===== src/rtl/icache_if.sv =====
// ---------------------------------------------------------------------------
// icache_if
// Bundles the fetch-side (CPU) and fill-side (coherence controller) signals
// of one instruction cache.
//   imemREN  : CPU fetch request
//   imemaddr : CPU fetch address (bits[1:0] ignored)
//   flush    : invalidate every entry
//   ihit     : imemload valid this cycle
//   imemload : instruction returned to the CPU
//   iREN     : fill request to the coherence controller
//   iaddr    : fill address to the coherence controller
//   iwait    : low when iload is valid / the fill is granted
//   iload    : fill data from the coherence controller
// Modports:
//   master : the environment (CPU + controller) driving the cache
//   slave  : the cache itself
// ---------------------------------------------------------------------------
interface icache_if;
    logic        imemREN;
    logic [31:0] imemaddr;
    logic        flush;
    logic        ihit;
    logic [31:0] imemload;
    logic        iREN;
    logic [31:0] iaddr;
    logic        iwait;
    logic [31:0] iload;

    modport master (
        output imemREN, imemaddr, flush, iwait, iload,
        input  ihit, imemload, iREN, iaddr
    );

    modport slave (
        input  imemREN, imemaddr, flush, iwait, iload,
        output ihit, imemload, iREN, iaddr
    );
endinterface


===== src/rtl/icache.sv =====
// ---------------------------------------------------------------------------
// icache
// Direct-mapped, read-only L1 instruction cache. Hits are answered in the
// same cycle; a miss issues a one-word fill to the coherence controller and
// the refetch hits on the cycle after the fill completes.
// Ports:
//   CLK  : system clock, rising edge
//   nRST : asynchronous active-low reset
//   bus  : icache_if.slave (CPU fetch side and controller fill side)
// Parameters:
//   SETS : number of entries, power of 2
// ---------------------------------------------------------------------------
module icache #(
    parameter int SETS = 16
) (
    input  logic      CLK,
    input  logic      nRST,
    icache_if.slave   bus
);
    localparam int IDX_W = $clog2(SETS);
    localparam int TAG_W = 30 - IDX_W;

    typedef enum logic {IDLE, FETCH} state_t;

    state_t            r_state;
    logic [SETS-1:0]   r_valid;
    logic [TAG_W-1:0]  r_tag  [SETS];
    logic [31:0]       r_data [SETS];
    logic              r_iren;
    logic [31:0]       r_iaddr;
    logic              r_flushPend;

    logic [IDX_W-1:0]  w_idx;
    logic [TAG_W-1:0]  w_tag;
    logic [IDX_W-1:0]  w_fillIdx;
    logic [TAG_W-1:0]  w_fillTag;
    logic              w_hit;
    logic              w_fillDone;

    assign w_idx     = bus.imemaddr[IDX_W+1:2];
    assign w_tag     = bus.imemaddr[31:IDX_W+2];
    // The fill target comes from the registered miss address, so the CPU may
    // move imemaddr freely while the fill is outstanding.
    assign w_fillIdx = r_iaddr[IDX_W+1:2];
    assign w_fillTag = r_iaddr[31:IDX_W+2];

    // A flush in the same cycle suppresses the hit.
    assign w_hit = (r_state == IDLE) && bus.imemREN && !bus.flush &&
                   r_valid[w_idx] && (r_tag[w_idx] == w_tag);

    assign w_fillDone = (r_state == FETCH) && !bus.iwait;

    assign bus.ihit     = w_hit;
    assign bus.imemload = w_hit ? r_data[w_idx] : 32'd0;
    assign bus.iREN     = r_iren;
    assign bus.iaddr    = r_iaddr;

    // r_flushPend remembers a flush seen earlier in the current fill so the
    // fill data is written but never marked valid.
    always_ff @(posedge CLK or negedge nRST) begin
        if (!nRST) begin
            r_state     <= IDLE;
            r_valid     <= '0;
            r_iren      <= 1'b0;
            r_iaddr     <= 32'd0;
            r_flushPend <= 1'b0;
            for (int i = 0; i < SETS; i++) begin
                r_tag[i]  <= '0;
                r_data[i] <= 32'd0;
            end
        end else begin
            case (r_state)
                IDLE: begin
                    if (bus.flush) begin
                        r_valid <= '0;
                    end else if (bus.imemREN && !w_hit) begin
                        r_state     <= FETCH;
                        r_iren      <= 1'b1;
                        r_iaddr     <= {bus.imemaddr[31:2], 2'b00};
                        r_flushPend <= 1'b0;
                    end
                end
                FETCH: begin
                    if (bus.flush) begin
                        r_valid <= '0;
                    end
                    if (w_fillDone) begin
                        r_tag[w_fillIdx]  <= w_fillTag;
                        r_data[w_fillIdx] <= bus.iload;
                        if (!bus.flush && !r_flushPend) begin
                            r_valid[w_fillIdx] <= 1'b1;
                        end
                        r_state     <= IDLE;
                        r_iren      <= 1'b0;
                        r_iaddr     <= 32'd0;
                        r_flushPend <= 1'b0;
                    end else if (bus.flush) begin
                        r_flushPend <= 1'b1;
                    end
                end
                default: begin
                    r_state <= IDLE;
                    r_iren  <= 1'b0;
                    r_iaddr <= 32'd0;
                end
            endcase
        end
    end
endmodule


===== src/flat_wrapper.sv =====
// flat-port wrapper written by rule: the top's interface ports become plain ports
module icache_flat 
#(
    parameter int SETS = 16
)
  (CLK, nRST, bus_imemREN, bus_imemaddr, bus_flush, bus_iwait, bus_iload, bus_ihit, bus_imemload, bus_iREN, bus_iaddr);
  icache_if bus_i ();
  input  logic CLK;
  input  logic nRST;
  input wire logic [$bits(bus_i.imemREN)-1:0] bus_imemREN;
  input wire logic [$bits(bus_i.imemaddr)-1:0] bus_imemaddr;
  input wire logic [$bits(bus_i.flush)-1:0] bus_flush;
  input wire logic [$bits(bus_i.iwait)-1:0] bus_iwait;
  input wire logic [$bits(bus_i.iload)-1:0] bus_iload;
  output wire logic [$bits(bus_i.ihit)-1:0] bus_ihit;
  output wire logic [$bits(bus_i.imemload)-1:0] bus_imemload;
  output wire logic [$bits(bus_i.iREN)-1:0] bus_iREN;
  output wire logic [$bits(bus_i.iaddr)-1:0] bus_iaddr;
  assign bus_i.imemREN = bus_imemREN;
  assign bus_i.imemaddr = bus_imemaddr;
  assign bus_i.flush = bus_flush;
  assign bus_i.iwait = bus_iwait;
  assign bus_i.iload = bus_iload;
  assign bus_ihit = bus_i.ihit;
  assign bus_imemload = bus_i.imemload;
  assign bus_iREN = bus_i.iREN;
  assign bus_iaddr = bus_i.iaddr;
  icache #(.SETS(SETS)) u_core (.CLK(CLK), .nRST(nRST), .bus(bus_i));
endmodule

===== config.mk =====
export PLATFORM = sky130hd
export DESIGN_NAME = icache_flat
export DESIGN_NICKNAME = d
export VERILOG_FILES = /design/src/rtl/icache_if.sv /design/src/rtl/icache.sv /design/src/flat_wrapper.sv
export SDC_FILE = /design/constraint.sdc
export NUM_CORES = 1
export LEC_CHECK = 0
export BUFFER_PORTS_ARGS = -buffer_cell sky130_fd_sc_hd__buf_2
export CORE_MARGIN = 8
export CORE_UTILIZATION = 50
export DETAILED_ROUTE_END_ITERATION = 12
export HOLD_SLACK_MARGIN = 0.12
export PLACE_DENSITY = 0.69
export SLEW_MARGIN = 20
export SYNTH_ARGS = -nofsm -noshare
export SYNTH_HDL_FRONTEND = slang
export SYNTH_SLANG_ARGS = --single-unit

===== constraint.sdc =====
create_clock -name CLK -period 4 [get_ports CLK]
set_input_delay 0.8 -clock CLK [delete_from_list [all_inputs] [get_ports CLK]]
set_output_delay 0.8 -clock CLK [all_outputs]
set_load 0.005 [all_outputs]

Word level (Yosys, flattened, before mapping)

Cells that the tools add are included.

Mux-type cells: 39
Equal/unequal tests: 5
Bitwise operators: 4
Reduce and logical (&&, ||, !) cells: 16
Order comparisons: 6

Operators with widths:

| cell                 | count |
|---|---|
| $bwmux W512          | 1 |
| $bwmux W416          | 1 |
| $mux W32             | 7 |
| $bmux W32 S4         | 1 |
| $demux W32 S4        | 1 |
| $bmux W26 S4         | 1 |
| $demux W26 S4        | 1 |
| $mux W26             | 3 |
| $mux W16             | 4 |
| $pmux W32 S2         | 1 |
| $pmux W16 S2         | 1 |
| $eq A26 B26 Y1       | 1 |
| $or A16 B16 Y16      | 1 |
| $mux W1              | 12 |
| $ge A5 B5 Y1 const B | 2 |
| $lt A4 B5 Y1 const B | 2 |
| $not A4 Y5           | 2 |
| $logic_and A1 B1 Y1  | 9 |
| $ne A2 B2 Y1 const B | 3 |
| $pmux W1 S2          | 3 |
| $reduce_and A3 Y1    | 2 |
| $lt A5 B1 Y1 const B | 1 |
| $bmux W1 S4          | 1 |
| $demux W1 S4         | 1 |
| other kinds (5)      | 8 |

Register bits: 979
Bits of input ports: 69

Logic depth before layout (Yosys ltp)

Gate-level depths: netlist (run 1).

Word-level depth: 11
Gate-level depth with buffers: 14

Worst setup path after synthesis (run 1)

Ideal clock, no wire load.

Path type: input to output
Start: input port bus_imemaddr[2]
End: output port bus_imemload[11]
Arrival time: 3.471 ns
Buffers on the path: 5
Path slack: -0.271 ns
Cell stages on the path: 8
Data required time: 3.200 ns
Cell sequence: buf_6 > buf_2 > buf_2 > buf_1 > buf_2 > mux4_2 > mux4_2 > nor2b_2

Longest elaborated chain between the ends: 7

RTL lines:

| item                                        | line                       | source |
|---|---|---|
| start, declared                             | flat_wrapper.sv:11         | `input wire logic [$bits(bus_i.imemaddr)-1:0] bus_imemaddr;` |
| $not A4 Y5 (implied by the code)            | icache.sv:49, icache.sv:54 |  |
| $bmux W26 S4                                | icache.sv:49               | `r_valid[w_idx] && (r_tag[w_idx] == w_tag);` |
| $mux W26 (implied by the code) (2 in a row) | icache.sv:49               |  |
| $eq A26 B26 Y1                              | icache.sv:49               |  |
| $logic_and A1 B1 Y1                         | icache.sv:49               |  |
| $mux W32 (*)                                | icache.sv:54               | `assign bus.imemload = w_hit ? r_data[w_idx] : 32'd0;` |
| end, declared                               | flat_wrapper.sv:16         | `output wire logic [$bits(bus_i.imemload)-1:0] bus_imemload;` |

Mark *: on every way between the ends. The rest lies on a longest branch, timed or not. The select of a mux whose other input is x is not followed.

Worst setup path after layout (run 1)

Start: register u_core.r_tag[331] (netlist bit)
End: output port bus_imemload[1]

Longest elaborated chain between the ends: 6

RTL lines:

| item                                        | line         | source |
|---|---|---|
| start, declared                             | icache.sv:27 | `logic [TAG_W-1:0] r_tag [SETS];` |
| start signal, assigned by index             | icache.sv:88 | `r_tag[w_fillIdx] <= w_fillTag;` |
| $bmux W26 S4                                | icache.sv:49 |  |
| $mux W26 (implied by the code) (2 in a row) | icache.sv:49 |  |
| $eq A26 B26 Y1                              | icache.sv:49 |  |
| $logic_and A1 B1 Y1                         | icache.sv:49 |  |
| $mux W32                                    | icache.sv:54 |  |

Every way passes these cells. The select of a mux whose other input is x is not followed.

==> results of run 1 <==
## kinds of logic (layout without fill, tap and decap cells)
group                     count (synthesis)  in the layout  share of synthesized area
muxes                                  1285           1285                      0.388
DFF                                     977            977                      0.546
buffers and inverters                   281            525                     0.0281
and+or+nand+nor                         180            180                     0.0230
AOI/OAI and AO/OA                        62             62                    0.00992
xor gates and xnor gates                 25             25                    0.00489
other                                     1              6                  0.0000838
## cell usage after synthesis (2+ instances only)
| cell type | count | area share |
|---|---|---|
| nand3b_1 | 2 | 0.00034 |
| a21o_1 | 2 | 0.00034 |
| dfrtp_1 | 977 | 0.55 |
| a22o_1 | 2 | 0.00039 |
| buf_2 | 24 | 0.0027 |
| mux2i_1 | 87 | 0.019 |
| nor2b_4 | 6 | 0.0018 |
| inv_1 | 29 | 0.0024 |
| nor2_1 | 36 | 0.0030 |
| a31oi_1 | 11 | 0.0015 |
| o22ai_1 | 3 | 0.00042 |
| buf_6 | 17 | 0.0043 |
| nand3_1 | 3 | 0.00034 |
| a2111oi_0 | 3 | 0.00059 |
| a221o_1 | 2 | 0.00045 |
| o2111ai_1 | 4 | 0.00078 |
| nand2_1 | 54 | 0.0045 |
| and2_1 | 5 | 0.00070 |
| nor2b_2 | 23 | 0.0045 |
| xnor2_1 | 25 | 0.0049 |
| mux4_1 | 17 | 0.010 |
| o21ai_0 | 6 | 0.00067 |
| a21oi_1 | 8 | 0.00089 |
| nor3_1 | 6 | 0.00067 |
| clkinv_1 | 2 | 0.00017 |
| o211ai_1 | 5 | 0.00084 |
| mux4_2 | 244 | 0.12 |
| buf_4 | 8 | 0.0013 |
| buf_1 | 46 | 0.0039 |
| nor2b_1 | 11 | 0.0015 |
| nand4_1 | 8 | 0.0011 |
| nand2b_1 | 2 | 0.00028 |
| o31ai_1 | 2 | 0.00034 |
| and2b_1 | 3 | 0.00050 |
| clkbuf_1 | 153 | 0.013 |
| a22oi_1 | 3 | 0.00050 |
| and3_1 | 5 | 0.00070 |
| mux2_2 | 937 | 0.24 |
| nor4_1 | 5 | 0.00070 |
| and4_1 | 2 | 0.00039 |
## area by class of cell
| cell class | count | area (um2) | area share |
|---|---|---|---|
| sequential | 977 | 24400 | 0.473 |
| multi-input combinational | 1554 | 19300 | 0.374 |
| clock buffer | 148 | 3050 | 0.0590 |
| timing repair buffer | 304 | 2760 | 0.0535 |
| tap | 1165 | 1460 | 0.0282 |
| clock inverter | 41 | 480 | 0.00930 |
| inverter | 32 | 126 | 0.00245 |
| antenna | 4 | 10.0 | 0.000194 |
## stage by stage
stage | utilization | hold WS (ns) | total power [mW]
finish | 0.584 | 0.186 | 29.4
global route | 0.584 | 0.234 | 30.7
CTS | 0.580 | 0.196 | 29.5
detailed placement | 0.538 | 0.471 | 19.6
global placement | 0.538 | 0.459 | 19.1
floorplan | - | 0.457 | 17.7
## repair_timing
item / CTS / global route
setup buffers: 6 / 7
pin swaps: 1 / 6
endpoints found under the setup margin: 33 / 33
gates resized for setup: 26 / 36
cloned: 1 / 6
## sequential cells by signal, indices dropped and copies added (netlist names)
name,count
u_core.r_flushPend,1
u_core.bus.iREN,1
u_core.r_data,512
u_core.r_valid,16
u_core.r_tag,416
u_core.bus.iaddr,30
u_core.r_state,1
## worst paths after layout
check / from / to / slack, ns / cells past startpoint
setup / recovery: u_core.r_tag[331] / bus_imemload[1] / -0.51 / 10
hold / removal: nRST / u_core.r_data[25] / 0.19 / 1
setup reg to reg: u_core.r_tag[247] / u_core.r_state / 1.03 / 8
hold reg to reg: u_core.bus.iREN / u_core.bus.iREN / 0.48 / 1
max in group asynchronous: nRST / u_core.r_data[146] / 2.68 / 2
min in group CLK: bus_imemaddr[15] / u_core.bus.iaddr[15] / 0.40 / 3
## layer usage
metal | wire, um | GRT usage | up-vias
li1 | - | - | 10800
met1 | 50100 | 0.318 | 14200
met2 | 57200 | 0.384 | 730
met3 | 5820 | 0.0367 | 215
met4 | 3310 | 0.0768 | 0
met5 | 0 | 0 | -
## layout by cell type, fill, tap and decap left out, types with 7 or more instances in the layout
cell       instances
dfrtp_1          977
mux2_2           935
mux4_2           247
buf_2            120
buf_4            116
clkbuf_16        112
mux2i_1           81
nand2_1           44
buf_12            40
nor2_1            35
inv_1             28
clkbuf_8          24
clkinv_2          21
xnor2_1           20
nor2b_2           18
clkbuf_1          18
mux4_1            14
buf_6             14
nor2b_4           13
a31oi_1           11
nand2_4           10
nor2b_1            9
nand4_1            8
bufinv_16          8
a21oi_1            7
## power breakdown
group          switching (mW)  total [mW]  internal, mW
Combinational            2.02        5.65          3.63
Clock                    4.01        9.83          5.82
Sequential               1.50        14.0          12.4
Total                    7.53        29.4          21.9
==> metrics.txt, run 1 <==
CTS buffer count=between 100 and 150; vias in the first global route=28,400; final worst path period share=1.13; leak pwr=24.6 nW; synthesized area=approximately 0.045 mm2; Slew @ Worst Pin=about 1.0 ns; max-slew violation count=0; drt pass-1 iters=6; Die Height=roughly 320 um; Crit. End Element=primary output; Avg Cell Area, Syn=~16 um2; GRT overflow=0; vias post-DR=25,900; initial core utilization=0.506; post-route ant nets=0; Via density=roughly 6; Synth Flop Type=dfrtp_1; pwr/cell area=approximately 570 mW/mm2; Clock Sinks=~980; initial antenna violation count=4; largest net degree at the start of global routing=94; GRT Overall Usage=0.233; # rows=109; fin nets=just over 3,000; YS warnings=0; drt drc=0; RSZ-0062 raised after global routing=true; Post-Syn Instances=~2,800; Final Cell Area=approximately 0.052 mm2; HPWL after DPL=between 60,000 and 70,000 um; layout cells sized above 1=0.568; core region area=between 0.08 and 0.09 mm2; Clock transition at path regs=0.06 ns; GP Congestion=roughly 0.8; I/O pin count=around 140; fill count=~6,500; crit path time final=~4.5 ns; WP data arrival=between 3 and 4 ns; die area=0.0994 mm2; clk root buf=clkbuf_16; worst endpoint required time=3.20 ns; Max Root-Sink Buffers=3; routed length per instance=27.6 um; Max Clock Freq=222 MHz; worst-path fanout max=7; slowest stage delay, CP=approximately 0.63 ns; area post-placement=between 0.04 and 0.05 mm2; Startpoint Class=flop; worst-case vdd ir drop=around 0.4 mV; DRT iter0 DRCs=approximately 1,800; worst hold path type=in2async; status=complete, but fails checks; delay-heaviest family, CP=simple AND/OR/NAND/NOR gates; failing checks=negative setup slack; CP Class=reg2out; Slew Limit Headroom=0.318; CTS H-tree lvls=3; CP max stage cell=or4_4; Port Buf Inserts=130; # setup viols final=33; Async S/R FF share, synth=1.00; area delta synth->final=15.4%; Clk Latency, worst-skew pair=roughly 0.68 ns; Post-Route Skew=between 0.02 and 0.03 ns; setup slack at placement=-0.645 ns; die width=about 320 um; setup TNS=-15.38 ns; hold-fix buffers at CTS=0; Yosys reg bits=~980; WL final=around 120,000 um; EDFF count, synth=0; count of different cell masters after synthesis=63; Setup WS post-layout=-0.507 ns; cell chain of the critical path=mux4_2, and3_4, or3_4, o2111ai_2, buf_4, nand4_1, or4_4, buf_16, and2b_1, buf_2; fin cells=between 4,000 and 5,000; Placed Cells=between 4,000 and 5,000; sequential-to-total area share from yosys stat=0.546; hold violation count in the final report=0; first-pass GRT wire length=178,000 um; CP Buf/Inv Count=3; Max Cap Viol=0; CTS tree=done
Power figures use the tool's default switching activity.
==> run 2: changes to the inputs <==
- PLACE_DENSITY: 0.69 -> 0.74
- RECOVER_POWER: default -> 25
==> metrics.txt, run 2 (synthesized netlist as in run 1, its figures left out) <==
status=complete, but fails checks; failing checks=max-capacitance violations, max-slew violations, negative setup slack; routed wl met3=5580 um (-4.0%); area delta synth->final=15.3%; drt drc=0 (unchanged); most frequent cells in the layout=977 x dfrtp_1, 935 x mux2_2, 245 x mux4_2; Int Power=21.9 mW (about the same); utilization after layout=0.583 (-0.000608); Power, Total=29.4 mW (-0.24%); CP Buf/Inv Count=4 (+1); Crit. End Element=primary output; delay-heaviest family, CP=simple AND/OR/NAND/NOR gates; fin cells=4,242 (+0.40%); layout cells sized above 1=0.562 (-0.00662); vias in the first global route=28,700 (+1.0%); final worst path period share=1.14 (+0.0154); CP max stage cell=or4_4; fin nets=3,059 (+0.56%); pwr/cell area=569 mW/mm2 (-0.13%); Clk Latency, worst-skew pair=0.67 ns (about the same); Seq. cell area=0.0244 mm2 (unchanged); Via density=6.07 (-0.85%); CP Class=in2out; DRT iter0 DRCs=1,743 (-0.63%); clk root buf=clkbuf_16; WL final=114,000 um (-1.8%); Placed Cells=4,033 (+0.50%); top routing layer used=met5; initial antenna violation count=3 (-1); die area=0.0994 mm2 (unchanged); multi-input logic area=0.0193 mm2 (+0.12%); CTS buffer count=100 (-3.8%); Sw Pwr=7.47 mW (-0.77%); RSZ-0062 raised after global routing=true; Hold WS=0.419 ns (+0.233 ns); largest net degree at the start of global routing=119 (+27%); # setup viols final=33 (unchanged); vias post-DR=25,800 (-0.45%); Max Clock Freq=219 MHz (-1.3%); Clock Sinks=977 (unchanged); HPWL after DPL=69,700 um (+2.7%); setup TNS=-18.27 ns (-2.89 ns); GRT overflow=0 (unchanged); Final Cell Area=0.0516 mm2 (-0.10%); initial core utilization=0.506 (unchanged); worst endpoint required time=3.20 ns (about the same); routed length per instance=26.9 um (-2.2%); # rows=109 (unchanged); worst-case vdd ir drop=0.476 mV (+19%); Setup WS post-layout=-0.568 ns (-0.0615 ns); Clk pwr share=0.331 (-0.003); GP Congestion=0.814 (+0.92%); slowest stage delay, CP=0.56 ns (-0.07 ns); Max Cap Viol=1 (+1); routed wl met2=57,100 um (-0.19%); GRT Overall Usage=0.231 (-0.00213); drt pass-1 iters=5 (-1); worst hold path type=in2reg; Max Root-Sink Buffers=3 (unchanged); wl on met1=47,900 um (-4.3%); first-pass GRT wire length=176,000 um (-0.95%); max-slew violation count=79 (+79); Post-Route Skew=0.0233 ns (-0.00632 ns); setup slack at placement=-0.780 ns (-0.135 ns); Biggest register=u_core.r_data; area post-placement=0.0477 mm2 (+0.34%); I/O pin count=135 (unchanged); Slew Limit Headroom=-0.657 (-0.975); WP data arrival=3.77 ns (+0.06 ns); Startpoint Class=input port; leak pwr=24.6 nW (+0.14%); CTS tree=done; hold violation count in the final report=0 (unchanged); Sw Share=0.254 (-0.00137); Die Height=315 um (unchanged); hold-fix buffers at CTS=0 (unchanged); Reg power frac=0.476 (+0.002); Slew @ Worst Pin=2.49 ns (+1.47 ns); CTS H-tree lvls=3 (unchanged); crit path time final=4.57 ns (+0.0615 ns); post-route ant nets=0 (unchanged); core region area=0.0885 mm2 (unchanged); commonest non-fill, non-tap cell in the layout=dfrtp_1; worst-path fanout max=9 (+2); die width=315 um (unchanged); combinational share of power=0.193 (about the same); max reg flops=512 (unchanged); fill count=6,557 (+1.2%); cell chain of the critical path=buf_16, buf_6, mux4_2, mux2i_1, mux2i_1, xnor2_1, and2_4, nand4b_1, or4_4, buf_12, and2b_2, buf_6; Clock transition at path regs=0.06 ns (about the same); Port Buf Inserts=130 (unchanged)
==> run 2: cell types whose count changed in the layout (fill, tap and decap cells not counted), moves of 4 or more <==
cell,delta
clkbuf_16,-8
buf_6,-6
nor2b_4,+12
clkbuf_1,+16
nor2b_2,-12
mux2i_1,+4
xnor2_1,+4
buf_4,+11
xnor2_2,-4
mux2i_2,-5
==> run 2: area by class of cell <==
| class | instances | area share |
|---|---|---|
| tap | 1165 | 0.0282 |
| clock inverter | 39 | 0.00895 |
| multi-input combinational | 1554 | 0.375 |
| sequential | 977 | 0.474 |
| clock buffer | 149 | 0.0585 |
| inverter | 32 | 0.00245 |
| timing repair buffer | 325 | 0.0531 |
| antenna | 1 | 0.0000485 |
==> run 2: worst register-to-register path: cells and delay by family, from the launching register on <==
family                 cells  cell delay, ns
XOR/XNOR                   1            0.25
buffers and inverters      1            0.20
multiplexers               2            0.97
flip-flops                 1            0.37
AND/OR/NAND/NOR            2            0.83
AO/OA/AOI/OAI              2            0.32
==> run 2: final timing paths <==
check                                            to  cells past startpoint              start  slack [ns]
min in group asynchronous        u_core.r_data[475]                      1               nRST        0.87
worst min register to register      u_core.bus.iREN                      1    u_core.bus.iREN        0.48
worst max register to register      u_core.bus.iREN                      8  u_core.r_tag[247]        0.94
worst max-delay path                bus_imemload[0]                     12    bus_imemaddr[2]       -0.57
max in group asynchronous        u_core.r_data[304]                      2               nRST        0.71
worst min-delay path            u_core.bus.iaddr[8]                      3    bus_imemaddr[8]        0.42
==> run 2: routing by layer <==
metal,up-vias,GRT usage
li1,10800,-
met4,4,0.0805
met5,-,0
met2,693,0.386
met1,14000,0.305
met3,238,0.0420
==> run 2: power groups by stage <==
stage	clock (mW)	combinational, mW	sequential (mW)
final	9.71	5.66	14.0
after global routing	10.3	6.09	14.3
after CTS	9.88	5.69	13.9
after detailed placement	0	5.61	14.1
after global placement	0	5.34	13.8
after floorplan	0	4.32	13.4
==> run 2: timing repair <==
item | CTS | global route
pin swaps | 4 | 6
resized for setup | 30 | 23
buffers inserted | 7 | 10
cloned | 2 | 1
setup endpoints to repair | 33 | 33
==> run 3: changes to the inputs <==
- ABC_AREA: default -> 1
- SKIP_CTS_REPAIR_TIMING: default -> 1
==> metrics.txt, run 3 <==
status=complete, but fails checks; failing checks=max-capacitance violations, max-slew violations, negative setup slack; Crit. End Element=primary output; pwr/cell area=552 mW/mm2 (-2.9%); Compound-Gate Fraction of Synth Area=0.172 (+0.162); CTS tree=done; I/O pin count=135 (unchanged); hold path startpoint=bus_iwait; Post-Synth XOR/XNOR Area=0 (-0.00489); Post-Syn Instances=5,469 (+95%); top-count cell post-synth=nand2_1; worst r2r path cells=8 (unchanged); EDFF count, synth=0 (unchanged); Avg Cell Area, Syn=8.15 um2 (-49%); # rows=109 (unchanged); delay-heaviest family, CP=simple AND/OR/NAND/NOR gates; Port Buf Inserts=130 (unchanged); WL final=135,000 um (+18%); synthesized area=0.0445 mm2 (-0.49%); GRT Overall Usage=0.267 (+0.0354); RSZ-0062 raised after global routing=true; worst-case vdd ir drop=0.576 mV (+21%); Biggest register=u_core.r_data; Setup WS post-layout=-0.111 ns (+0.457 ns); reg2reg end=u_core.r_tag[37]; Slew @ Worst Pin=2.45 ns (-0.0348 ns); Die Height=314 um (-0.23%); hold violation count in the final report=0 (unchanged); Clock transition at path regs=0.06 ns (about the same); simple-gate share of the synthesized area=0.211 (+0.188); Max Clock Freq=243 MHz (+11%); die width=314 um (-0.23%); die area=0.0989 mm2 (-0.47%); commonest non-fill, non-tap cell in the layout=nand2_1; WP data arrival=3.31 ns (-0.46 ns); drt pass-1 iters=6 (+1); max-slew violation count=137 (+73%); initial core utilization=0.504 (-0.00173); Async S/R FF share, synth=1.00 (unchanged); top post-synthesis cells by count=1,794 x nand2_1, 977 x dfrtp_1, 965 x o21ai_0; routed length per instance=20.1 um (-25%); mux share of post-synthesis cell area=0 (-0.388); HPWL after DPL=76,500 um (+9.8%); sequential-to-total area share from yosys stat=0.549 (+0.00272); DRT iter0 DRCs=5,132 (+190%); Synth Area in Adders=0 (unchanged); Max Root-Sink Buffers=3 (unchanged); setup TNS=-1.18 ns (+17.09 ns); drt drc=0 (unchanged); CTS buffer count=100 (unchanged); crit path time final=4.11 ns (-0.457 ns); Yosys reg bits=977 (unchanged); number of cells on the worst hold path=3 (unchanged); fin nets=5,510 (+80%); most frequent cells in the layout=1,785 x nand2_1, 977 x dfrtp_1, 963 x o21ai_0; worst hold path type=in2reg; Slew Limit Headroom=-0.634 (+0.0232); post-route ant nets=0 (unchanged); Synth area leader=dfrtp_1; slowest stage delay, CP=0.30 ns (-0.26 ns); Synth Flop Type=dfrtp_1; worst endpoint required time=3.20 ns (about the same); RR Startpoint=u_core.r_state; CP max stage cell=or2_4; GRT overflow=0 (unchanged); cell chain of the critical path=buf_12, inv_16, buf_16, buf_4, o21ai_1, o211ai_1, nand3_1, nand3_1, nand2_1, nor2_2, nand3_2, or2_4, buf_12, nor3_4, buf_2; YS warnings=0 (unchanged); core region area=0.0884 mm2 (-0.15%); Hold EP=u_core.r_state; Startpoint Class=input port; leak pwr=23.6 nW (-4.1%); WP depth=15 (+3); vias in the first global route=36,900 (+29%); vias post-DR=39,000 (+51%); Reg2Reg Setup Slack=0.88 ns (-0.06 ns); Clock Sinks=977 (unchanged); CTS H-tree lvls=3 (unchanged); Via density=5.83 (-4.0%); area delta synth->final=13.4%; fill count=7,740 (+18%); # setup viols final=23 (-30%); CP Buf/Inv Count=6 (+2); CP Class=in2out; utilization after layout=0.572 (-0.0114); worst-path fanout max=21 (+12); main combinational cell family by area after synthesis=simple AND/OR/NAND/NOR gates; largest net degree at the start of global routing=131 (+10%); Post-Route Skew=0.0258 ns (+0.00246 ns); max reg flops=512 (unchanged); GP Congestion=0.855 (+5.1%); final worst path period share=1.03 (-0.114); Max Cap Viol=3 (+2); top cells by area, synth=dfrtp_1 55%, nand2_1 15%, o21ai_0 11%; Clk Latency, worst-skew pair=0.68 ns (about the same); layout cells sized above 1=0.0987 (-0.463); first-pass GRT wire length=212,000 um (+21%); clk root buf=clkbuf_16; post-synth top area share=0.549 (+0.00272); initial antenna violation count=2 (-1); count of different cell masters after synthesis=27 (-57%)
## run 3: how the worst max path moves through the flow
stage | start | to | slack [ns]
after floorplan | bus_imemaddr[3] | bus_imemload[0] | 0.59
final | bus_imemaddr[2] | bus_imemload[12] | -0.11
after detailed placement | bus_imemaddr[2] | bus_imemload[12] | -0.18
after CTS | bus_imemaddr[2] | bus_imemload[12] | -0.28
after global routing | bus_imemaddr[2] | bus_imemload[7] | -0.23
after global placement | bus_imemaddr[2] | bus_imemload[12] | -0.19
## run 3: cells by family after synthesis
group / Yosys count
AO/OA/AOI/OAI: 1419
buffers and inverters: 758
flip-flops: 977
other: 1
AND/OR/NAND/NOR: 2314
## run 3: cell type report
type / count / area, um2 / area share
repair buffers: 330 / 2810 / 0.0556
well taps: 1165 / 1460 / 0.0289
inverters: 297 / 1160 / 0.0230
diodes: 1 / 2.50 / 0.0000495
multi-input cells: 3735 / 17300 / 0.342
flip-flops and latches: 977 / 24400 / 0.484
clock buffers: 146 / 2880 / 0.0569
clock inverters: 37 / 512 / 0.0101
## run 3: worst reg2reg max path: cells and delay by family (launching register included)
family	cells	cell delay, ns
AND/OR/NAND/NOR	3	0.88
AO/OA/AOI/OAI	1	0.17
flip-flops	1	0.44
buffers and inverters	4	1.48
## run 3: per-layer routing
layer	up-vias	share of wire	GRT usage
li1	17900	-	-
met1	18900	0.41	0.371
met2	1894	0.46	0.424
met3	288	0.090	0.0430
met4	0	0.032	0.0910
met5	-	0	0
## run 3: per-stage QoR
| stage | setup slack (ns) | cells | power [mW] | instance area [um2] | hold slack [ns] |
|---|---|---|---|---|---|
| finish | -0.111 | 6688 | 27.9 | 50500 | 0.373 |
| detailed placement | -0.176 | 6499 | 18.3 | 47100 | 0.467 |
| global route | -0.233 | 6688 | 29.4 | 50500 | 0.384 |
| CTS | -0.276 | 6682 | 28.0 | 50500 | 0.182 |
| global placement | -0.191 | 6499 | 18.0 | 47100 | 0.459 |
| floorplan | 0.593 | 5470 | 16.6 | 44600 | 0.446 |
## run 3: report_power, final
group          leakage, nW  internal, mW  switching, mW
sequential            12.9          12.3           1.26
clock                 1.67          5.65           4.02
combinational         9.02          1.79           2.92
total                 23.6          19.7           8.19
